**config.mk**
```make
export PLATFORM = sky130hd
export DESIGN_NAME = controlador_soma_matrizes
export DESIGN_NICKNAME = d
export VERILOG_FILES = /design/src/rtl/controlador_soma_matrizes_pkg.sv /design/src/rtl/somador_matrizes.sv /design/src/rtl/controlador_soma_matrizes.sv
export SDC_FILE = /design/constraint.sdc
export NUM_CORES = 2
export LEC_CHECK = 0
export CORE_MARGIN = 2
export CORE_UTILIZATION = 69
export DETAILED_ROUTE_END_ITERATION = 10
export DONT_BUFFER_PORTS = 1
export PLACE_DENSITY = 0.85
export SETUP_SLACK_MARGIN = 0.02
export SYNTH_ARGS = -nofsm -noshare
export SYNTH_HDL_FRONTEND = slang
export SYNTH_SLANG_ARGS = --single-unit
```
**constraint.sdc**
```tcl
create_clock -name clock -period 71.8 [get_ports clock]
set_input_delay 17.95 -clock clock [delete_from_list [all_inputs] [get_ports clock]]
set_output_delay 17.95 -clock clock [all_outputs]
set_load 0.02 [all_outputs]
```
**src/rtl/controlador_soma_matrizes_pkg.sv**
```systemverilog
// Shared coprocessor definitions: default geometry, controller state encoding
// and the element-index helper used to flatten a DIM x DIM matrix.
package controlador_soma_matrizes_pkg;

  localparam int DIM_PADRAO      = 5;
  localparam int LARGURA_PADRAO  = 8;
  localparam int NE_PADRAO       = DIM_PADRAO * DIM_PADRAO;
  localparam int MATRIZ_5X5_MSB  = NE_PADRAO * LARGURA_PADRAO - 1;
  localparam int MATRIZ_5X5_LSB  = 0;

  typedef enum logic [2:0] {
    OCIOSO,
    CARGA_A,
    CARGA_B,
    CALCULA,
    ENVIA
  } estado_t;

  // Column-major flattening: element (linha, coluna) sits at slot linha + dim*coluna.
  function automatic int indice(input int linha, input int coluna, input int dim);
    return linha + dim * coluna;
  endfunction

endpackage

```
**src/rtl/somador_matrizes.sv**
```systemverilog
// Purely combinational element-wise adder of two flattened DIM x DIM matrices;
// each lane wraps modulo 2^LARGURA.
module somador_matrizes
  import controlador_soma_matrizes_pkg::*;
#(
  parameter int DIM     = DIM_PADRAO,
  parameter int LARGURA = LARGURA_PADRAO
) (
  input  logic [DIM*DIM*LARGURA-1:0] a,
  input  logic [DIM*DIM*LARGURA-1:0] b,
  output logic [DIM*DIM*LARGURA-1:0] soma
);

  genvar gi, gj;
  generate
    for (gi = 0; gi < DIM; gi++) begin : g_linha
      for (gj = 0; gj < DIM; gj++) begin : g_coluna
        localparam int K = indice(gi, gj, DIM);
        assign soma[LARGURA*K +: LARGURA] = a[LARGURA*K +: LARGURA] + b[LARGURA*K +: LARGURA];
      end
    end
  endgenerate

endmodule

```
**src/rtl/controlador_soma_matrizes.sv**
```systemverilog
// Streams in matrices A and B element by element, adds them in one cycle and
// streams the result back out with valid/ready handshakes on both sides.
module controlador_soma_matrizes
  import controlador_soma_matrizes_pkg::*;
#(
  parameter int DIM     = DIM_PADRAO,
  parameter int LARGURA = LARGURA_PADRAO
) (
  input  logic               clock,
  input  logic               reset,
  input  logic               iniciar,
  input  logic [LARGURA-1:0] entrada_dado,
  input  logic               entrada_valida,
  output logic               entrada_pronta,
  output logic [LARGURA-1:0] saida_dado,
  output logic               saida_valida,
  input  logic               saida_pronta,
  output logic               ocupado,
  output logic               concluido
);

  localparam int NE = DIM * DIM;
  localparam int CW = $clog2(NE);
  localparam logic [CW-1:0] ULTIMO = CW'(NE - 1);

  estado_t               estado;
  logic [CW-1:0]         contador;
  logic [NE*LARGURA-1:0] mat_a;
  logic [NE*LARGURA-1:0] mat_b;
  logic [NE*LARGURA-1:0] resultado;
  logic [NE*LARGURA-1:0] soma;
  logic                  transfere;
  logic                  aceita;

  somador_matrizes #(
    .DIM     (DIM),
    .LARGURA (LARGURA)
  ) u_somador (
    .a    (mat_a),
    .b    (mat_b),
    .soma (soma)
  );

  assign transfere = entrada_valida && entrada_pronta;
  assign aceita    = saida_valida && saida_pronta;

  always_ff @(posedge clock or posedge reset) begin
    if (reset) begin
      estado         <= OCIOSO;
      contador       <= '0;
      mat_a          <= '0;
      mat_b          <= '0;
      resultado      <= '0;
      entrada_pronta <= 1'b0;
      saida_valida   <= 1'b0;
      saida_dado     <= '0;
      ocupado        <= 1'b0;
      concluido      <= 1'b0;
    end else begin
      concluido <= 1'b0;
      case (estado)
        OCIOSO: begin
          if (iniciar) begin
            estado         <= CARGA_A;
            contador       <= '0;
            entrada_pronta <= 1'b1;
            ocupado        <= 1'b1;
          end
        end
        CARGA_A: begin
          if (transfere) begin
            mat_a[LARGURA*int'(contador) +: LARGURA] <= entrada_dado;
            if (contador == ULTIMO) begin
              estado   <= CARGA_B;
              contador <= '0;
            end else begin
              contador <= contador + 1'b1;
            end
          end
        end
        CARGA_B: begin
          if (transfere) begin
            mat_b[LARGURA*int'(contador) +: LARGURA] <= entrada_dado;
            if (contador == ULTIMO) begin
              estado         <= CALCULA;
              contador       <= '0;
              entrada_pronta <= 1'b0;
            end else begin
              contador <= contador + 1'b1;
            end
          end
        end
        CALCULA: begin
          // Element 0 is taken straight from the adder so it is ready in the first ENVIA cycle.
          resultado    <= soma;
          saida_dado   <= soma[LARGURA-1:0];
          saida_valida <= 1'b1;
          contador     <= '0;
          estado       <= ENVIA;
        end
        ENVIA: begin
          if (aceita) begin
            if (contador == ULTIMO) begin
              estado       <= OCIOSO;
              contador     <= '0;
              saida_valida <= 1'b0;
              ocupado      <= 1'b0;
              concluido    <= 1'b1;
            end else begin
              contador   <= contador + 1'b1;
              saida_dado <= resultado[LARGURA*(int'(contador) + 1) +: LARGURA];
            end
          end
        end
        default: begin
          estado <= OCIOSO;
        end
      endcase
    end
  end

endmodule

```
==> metrics.cfg <==
[outcome]
outcome = finished clean

[routing]
wirelength_mm = 82.7
drt-pass1-iter-count = 6
vias = 23000
post_drt_wl_per_cell_microns = 23.4
drt_iter0_drc = 1972
ant_nets = 0
drc_errors = 0
vias_per_cell = 6.53

[worst_setup_path]
crit_path_max_fanout = 140
end_kind = async pin
critPathLaunch = reset
rrSetupSlack_ps = 67530
r2r_start = contador[1]
path_depth = 3
cp-start-kind = input port
worst-path-buf-inv = 3
r2r_cells = 9
cp_top_family = buffers and inverters
worstPathRequired_ps = 72460
path_class = input port to async pin
crit_chain = inv_8 -> buf_4 -> buf_4
endpoint = mat_a[161]
r2r-end = mat_b[45]
cp_slowest_cell = buf_4
critical_path_arrival_ps = 20400
max_stage_delay_ps = 810
crit_top_cell = buf_4

[power_and_ir_drop]
internal_power_mw = 0.654
peakVddDrop_mv = 0.0237
p_sw_mw = 0.347
p_per_area_nw_per_um2 = 28.6
sequentialPowerShare_pct = 41.5
power_leakage_nw = 16.8
swShare_pct = 34.6
pwr-share-clk_pct = 31.9
comb_power_share_pct = 26.6

[timing]
finalSetupTns_ps = 0
finClkSkew_ps = 14.8
min_period_ps = 19740
worstMarginPinSlew_ps = 1140
finalCritPeriodShare_pct = 27.5
max_freq_ghz = 0.0507
rsz0062_at_grt = false
slew_viol_final = 0
finalHoldViolCount = 0
setup_violations = 0
relSlewSlack_pct = 24.0

[final_layout]
num_antenna_cells = 0
drive_above_1_share_pct = 21.3
area_growth_pct = 7.87
fin_util_pct = 75.4
nets = 3088
fin_cells = 3526
fillers = 2819

[synth]
synth_area_leaders = dfrtp_1 47%, mux2_2 14%, ha_1 7.0%
post-synth-top-count-cell = dfrtp_1
yosysSeqAreaShare_pct = 47.2
synth_enable_flop_cells = 0
syn_area_sq_um = 32500
synthArstFlopShare_pct = 100
yosysTopAreaCellShare_pct = 47.2
syn-num-nets = 3099
ys_types = 56
synth_top_flop_cell = dfrtp_1
syn_area_per_cell_sq_um = 11.3
yosysWarnings = 0
synth_top_area_cell = dfrtp_1
syn_inst = 2880
ys_ff_latch = 612
ys_top_cells_by_count = 612 x dfrtp_1, 404 x mux2_2, 310 x nand2_1, 204 x o21ai_0, 181 x ha_1

[floorplanning]
design.core.area_sq_um = 46500
ios = 25
initial_utilization_pct = 69.9
die-height_microns = 221
dieArea_sq_um = 48800
dieWidth_microns = 221
rows = 79

[global_routing]
grtUsageMet3_pct = 6.92
antenna_found_initial = 1
grt_pass1_wl_mm = 131
grtUsageMet1_pct = 43.3
met2_usage_pct = 55.7
grt_max_degree = 258
grt_pass1_vias = 23900
gr-usage-all-layers_pct = 34.2
grt.overflow.total = 0
grt_busiest_layer = met2

[placement]
gp_congestion = 0.936
portBuffers = 0
hpwl_mm = 57.7
placed_cells = 3413

[min_path]
min_path_cells = 2
worstHoldPathType = flop to flop
hp-start = resultado[61]

[clocking]
cts_resized = 0
cts_tree = yes
post-cts-setup-buffers = 0
clkTransAtPathRegs_ps = 60
numClockSinks = 612
clk_latency_ps = 640
cts_buffers = 61
cts_hold_buf = 0
cts-root-buf = clkbuf_16
h-tree-depth = 2
clock_path_buffers = 3

[job]
drv_cap = 0

cell families after synthesis:
group           share of synthesized area (%)
simple gates                             12.7
flops                                    47.2
mux                                      17.6
compound gates                           8.01
buf+inv                                  2.57
fa+ha+maj                                8.52
xor+xnor                                 3.45
cell usage in the layout, fill, tap and decap left out, types with 26 or more instances in the layout:
| cell type | count |
|---|---|
| inv_1 | 126 |
| a21oi_1 | 61 |
| xnor2_1 | 50 |
| nand2b_1 | 31 |
| nor2_2 | 28 |
| nand2_1 | 310 |
| nor2b_1 | 37 |
| o31ai_1 | 29 |
| dfrtp_1 | 609 |
| mux4_2 | 40 |
| ha_1 | 181 |
| clkbuf_16 | 63 |
| a211oi_1 | 27 |
| o21ai_0 | 204 |
| nor3b_1 | 49 |
| nor3_1 | 26 |
| or3_1 | 29 |
| nand3_1 | 90 |
| xor2_1 | 76 |
| nor2_1 | 133 |
| mux2_2 | 404 |
area by class of cell:
class / instances / area [sq um] / area share [%]
tap: 607 / 759 / 2.17
clock buffer: 87 / 1810 / 5.16
inverter: 127 / 484 / 1.38
sequential: 612 / 15300 / 43.8
timing repair buffer: 15 / 125 / 0.357
multi-input combinational: 2052 / 16300 / 46.6
clock inverter: 26 / 199 / 0.568
through the flow:
step	total power [mW]	setup slack, ps	hold slack (ps)	area, sq um
after floorplan	0.594	36710	440	32500
after global placement	0.665	51480	458	33000
after detailed placement	0.677	51360	468	33000
after CTS	0.996	52020	481	35000
after global routing	1.04	51640	505	35000
final	1.00	52060	482	35000
tightest hold or removal path, cell delays in order, from the launching register on:
cell	delay, ps
dfrtp_1	340
nand2_1	50
o21ai_0	60
power by group through the flow:
stage,sequential (mW),combinational [mW],clock (mW)
final,0.415,0.266,0.319
after global routing,0.418,0.284,0.336
after CTS,0.414,0.262,0.321
after detailed placement,0.419,0.258,0
after global placement,0.416,0.249,0
after floorplan,0.406,0.188,0
state kept, by name, indices dropped and copies added, names as in the netlist:
register / flops
mat_a: 200
mat_b: 200
resultado: 192
saida_dado: 8
contador: 5
estado: 3
concluido: 1
entrada_pronta: 1
ocupado: 1
saida_valida: 1
worst min path at each step:
stage	end	slack, ps
floorplan	resultado[120]	440
global placement	resultado[64]	460
detailed placement	resultado[48]	470
CTS	resultado[61]	480
global route	resultado[77]	510
finish	resultado[61]	480
per-layer routing:
layer  wire length [microns]  up-vias
met5                      10        -
met4                    5000        2
met3                    5910      276
met2                   39500      840
met1                   32200    11700
li1                        -    10200
Note: power is estimated with default switching activity, not from simulation.
